===== config.mk =====
export PLATFORM = sky130hd
export DESIGN_NAME = pcie_tx_skp_inserter
export DESIGN_NICKNAME = d
export VERILOG_FILES = /design/src/rtl/pcie_tx_skp_inserter.sv
export SDC_FILE = /design/constraint.sdc
export NUM_CORES = 1
export LEC_CHECK = 0
export CORE_UTILIZATION = 40
export DETAILED_ROUTE_END_ITERATION = 12
export PLACE_DENSITY = 0.86
export SYNTH_ARGS = -nofsm -noshare
export SYNTH_HDL_FRONTEND = slang
export SYNTH_SLANG_ARGS = --single-unit

===== constraint.sdc =====
create_clock -name clk_i -period 1.5 [get_ports clk_i]
set_input_delay 0.15 -clock clk_i [delete_from_list [all_inputs] [get_ports clk_i]]
set_output_delay 0.15 -clock clk_i [all_outputs]
set_load 0.01 [all_outputs]

===== src/rtl/pcie_tx_skp_inserter.sv =====
// pcie_tx_skp_inserter: merges periodic SKP ordered sets into a 32-bit TX word stream
// ahead of the scrambler. SKP insertion is deferred while a packet is open (between an
// STP/SDP and its END/EDB), and up to three requests are queued.
// Optional statistics ports are enabled by defining PCIE_TX_SKP_STATS_EN.
module pcie_tx_skp_inserter #(
  parameter int unsigned SKP_INTERVAL = 295
) (
  input  logic        clk_i,
  input  logic        rst_i,
  input  logic [31:0] data_i,
  input  logic [3:0]  datak_i,
  input  logic        valid_i,
  output logic        ready_o,
  output logic [31:0] data_o,
  output logic [3:0]  datak_o,
  output logic [1:0]  data_len_o
`ifdef PCIE_TX_SKP_STATS_EN
  ,
  output logic [15:0] skp_cnt_o,
  output logic        skp_drop_o
`endif
);

  localparam int unsigned CNT_W    = 16;
  localparam int unsigned PEND_W   = 2;
  localparam int unsigned NUM_SYM  = 4;
  localparam logic [CNT_W-1:0]  CNT_WRAP = CNT_W'(SKP_INTERVAL - 1);
  localparam logic [PEND_W-1:0] PEND_MAX = PEND_W'(3);
  localparam logic [31:0] SKP_WORD  = 32'h1C1C1CBC;
  localparam logic [3:0]  SKP_K     = 4'b1111;
  localparam logic [7:0]  SYM_STP   = 8'hFB;
  localparam logic [7:0]  SYM_SDP   = 8'h5C;
  localparam logic [7:0]  SYM_END   = 8'hFD;
  localparam logic [7:0]  SYM_EDB   = 8'hFE;

  logic [CNT_W-1:0]  interval_cnt_q;
  logic [PEND_W-1:0] pend_q;
  logic [PEND_W-1:0] pend_d;
  logic              in_pkt_q;
  logic              in_pkt_d;
  logic              skp_req;
  logic              insert;
  logic              accept;
  logic              drop;
  logic [7:0]        sym;

  assign data_len_o = 2'b10;

  // Insert/accept decode; ready derives only from registered state
  always_comb begin
    skp_req = (interval_cnt_q == CNT_WRAP);
    insert  = (pend_q != '0) && !in_pkt_q;
    ready_o = !insert;
    accept  = valid_i && ready_o;
    drop    = skp_req && !insert && (pend_q == PEND_MAX);
  end

  // Pending-request counter: +1 per request (saturating), -1 per insert
  always_comb begin
    pend_d = pend_q;
    unique case ({skp_req, insert})
      2'b10:   pend_d = (pend_q == PEND_MAX) ? PEND_MAX : pend_q + PEND_W'(1);
      2'b01:   pend_d = pend_q - PEND_W'(1);
      default: pend_d = pend_q;
    endcase
  end

  // Packet tracking: scan symbols in order so the last framing symbol wins
  always_comb begin
    in_pkt_d = in_pkt_q;
    sym      = '0;
    if (accept) begin
      for (int b = 0; b < int'(NUM_SYM); b++) begin
        sym = data_i[8*b +: 8];
        if (datak_i[b]) begin
          if ((sym == SYM_STP) || (sym == SYM_SDP)) begin
            in_pkt_d = 1'b1;
          end else if ((sym == SYM_END) || (sym == SYM_EDB)) begin
            in_pkt_d = 1'b0;
          end
        end
      end
    end
  end

  // State and output registers
  always_ff @(posedge clk_i) begin
    if (rst_i) begin
      interval_cnt_q <= '0;
      pend_q         <= '0;
      in_pkt_q       <= 1'b0;
      data_o         <= '0;
      datak_o        <= '0;
    end else begin
      interval_cnt_q <= skp_req ? '0 : interval_cnt_q + CNT_W'(1);
      pend_q         <= pend_d;
      in_pkt_q       <= in_pkt_d;
      if (insert) begin
        data_o  <= SKP_WORD;
        datak_o <= SKP_K;
      end else if (accept) begin
        data_o  <= data_i;
        datak_o <= datak_i;
      end else begin
        data_o  <= '0;
        datak_o <= '0;
      end
    end
  end

`ifdef PCIE_TX_SKP_STATS_EN
  // Emitted-SKP counter and dropped-request pulse
  always_ff @(posedge clk_i) begin
    if (rst_i) begin
      skp_cnt_o  <= '0;
      skp_drop_o <= 1'b0;
    end else begin
      if (insert) begin
        skp_cnt_o <= skp_cnt_o + 16'(1);
      end
      skp_drop_o <= drop;
    end
  end
`endif

endmodule

==> results.yml <==
synth:
  synth-edff-count: 0
  yosys_warnings: 0
  yosysSeqAreaShare: 0.496
  synth_top_cell_area_share: 0.496
  syn_area_per_cell_um2: 9.18
  synth_area_um2: 2220
  synth_cell_type_count: 47
  ys.flop_type: "dfxtp_1"
  synth_cells: 242
  syn_nets: 287
  ys_async_sr_fraction: 0
  synth_top_area_cell: "dfxtp_1"
  synth-seq-cells: 55
  synthTopCellsByArea: "dfxtp_1, a21oi_1, and2_1"
floorplanning:
  rows: 26
  core_um2: 5240
  die_w_um: 76.5
  initial_utilization: 0.424
  dieHeight_um: 76.5
  ios: 78
  dieArea_um2: 5850
place:
  placed_cell_area_um2: 3410
  hpwl_um: 4430
  gp_congestion: 0.791
  io_buffers: 75
layout:
  nNetsFinal: 407
  num_antenna_cells: 0
  design_area_um2: 3720
  drive_above_1_share: 0.292
  syn_to_final_growth_pct: 67.4
  n_fill_cell: 369
  final_cell_mix: "clkdlybuf4s50_1, buf_4, dfxtp_1"
  mostFrequentLayoutCell: "clkdlybuf4s50_1"
routing:
  drt_pass1_iterations: 4
  drc: 0
  wirelength_um: 6280
  dr.first_iter.drc_count: 55
  vias: 2152
  wire_per_inst_um: 14.5
  vias_per_cell: 4.97
  ant_nets: 0
grt:
  grt_remaining_overflow: 0
  grt_pass1_vias: 2270
  grt_pass1_wl_um: 10200
  grt_max_degree: 17
  antenna_found_initial: 0
  grtUsageTotal: 0.217
timing:
  whs_ns: 0.243
  min_period_over_period: 1.11
  fmax_ghz: 0.601
  fin_ws_ns: -0.164
  drv_slew: 0
  clock_skew_ns: 0.00892
  rsz0062_at_grt: "true"
  hold_viol_final: 0
  min_period_ns: 1.66
  fin_setup_tns_ns: -0.764
  finalSetupViolCount: 16
clocking:
  cts_buffers: 5
  clockBufferDepth: 2
  cts_tree: "built"
  clock_sinks: 55
  htreeDepth: 2
  clk_pin_slew_ns: 0.10
  clock_latency_ns: 0.31
  root_buffer: "clkbuf_8"
  cts-hold-fix-buffers: 0
outcome:
  status: "finished, violations left"
  violations: "setup timing"
power_and_ir_drop:
  pwr_density_cell_nw_per_um2: 761
  peakVddDrop_v: 0.000557
  total_power_mw: 2.83
  p_leak_nw: 1.45
flow_run:
  drv_cap: 0
hold_path:
  hold_path.startpoint: "data_i[8]"
  min_path_cells: 3
  hp-class: "in2reg"
worst_setup_path:
  required_ns: 1.70
  cp_max_fo: 4
  path_class: "reg2reg"
  cp-startpoint: "interval_cnt_q[0]"
  cp.depth: 9
  crit_arrival_ns: 1.86
  cp_cell_sequence: "inv_4 > ha_4 > nor4b_4 > nand4_1 > ha_4 > nor2b_2 > a211oi_2 > a21oi_1 > nor2_1"
  cp-end-kind: "flop"
  r2r_start: "interval_cnt_q[0]"
  cp_slowest_cell: "dfxtp_4"
  crit_top_cell: "ha_4"
  critPathLaunchType: "flop"
  r2r_cells: 9
  max_stage_delay_ns: 0.38
  path_buf_inv: 1
  cpLargestDelayFamily: "simple AND/OR/NAND/NOR gates"
## cell type report
| cell class | count | area [µm²] | area share |
|---|---|---|---|
| flip-flops and latches | 55 | 1120 | 0.301 |
| inverters | 6 | 27.5 | 0.00740 |
| clock inverters | 3 | 15.0 | 0.00404 |
| well taps | 70 | 87.6 | 0.0236 |
| repair buffers | 124 | 1150 | 0.309 |
| clock buffers | 5 | 68.8 | 0.0185 |
| multi-input cells | 170 | 1250 | 0.337 |
## metal layers
layer | GRT usage | routed length [µm]
met5 | 0 | 0
met4 | 0.0750 | 71
met3 | 0.0623 | 346
met2 | 0.416 | 3490
met1 | 0.221 | 2380
## power breakdown
group / leakage, nW / internal [mW] / switching, mW
logic: 0.949 / 0.295 / 0.201
clock network: 0.0477 / 0.321 / 0.469
registers: 0.455 / 1.52 / 0.0288
## state kept, by name, summed over array words and instances (netlist names)
name / cells
pend_q: 2
datak_o: 4
in_pkt_q: 1
interval_cnt_q: 16
data_o: 32
## stage by stage
| stage | std cells | util | setup WS, ns |
|---|---|---|---|
| final | 433 | 0.710 | -0.164 |
| after detailed placement | 424 | 0.652 | -0.361 |
| after CTS | 433 | 0.690 | -0.137 |
| after floorplan | 242 | - | -0.0399 |
| after global placement | 424 | 0.652 | -0.328 |
| after global routing | 433 | 0.710 | -0.286 |
## synthesized netlist by cell type (3+ instances only)
cell / number
o21ai_0: 7
a21oi_1: 25
ha_1: 6
nor3_1: 3
nand3_1: 6
and2_1: 18
xnor2_1: 7
nand4_1: 7
inv_1: 6
xor2_1: 8
nand2_1: 23
dfxtp_1: 55
nor2_1: 19
clkbuf_1: 7
## worst register-to-register path: cells and delay by family, from the launching register on
family                     cells  cell delay, ns
AOI/OAI and AO/OA              2            0.18
buffers and inverters          1            0.06
and+or+nand+nor                4            0.57
adders and majority gates      2            0.37
DFF                            1            0.38
## kinds of logic after synthesis
kind of cell,after synthesis,share of synthesized area
AOI/OAI and AO/OA,41,0.105
xor gates and xnor gates,15,0.0592
adders and majority gates,6,0.0338
buffers and inverters,17,0.0327
DFF,55,0.496
other,2,0.00338
and+or+nand+nor,106,0.270
## final timing paths
kind / to / slack [ns]
worst min-delay path: data_o[8] / 0.24
worst max register to register: pend_q[0] / -0.16
worst max-delay path: pend_q[0] / -0.16
worst min register to register: pend_q[1] / 0.51
## timing repair
| action | CTS | global route |
|---|---|---|
| resized for setup | 28 | 29 |
| buffers inserted | 1 | 1 |
| setup endpoints to repair | 37 | 38 |
| pin swaps | 8 | 12 |
No activity file was read; power rests on OpenSTA's default activity.
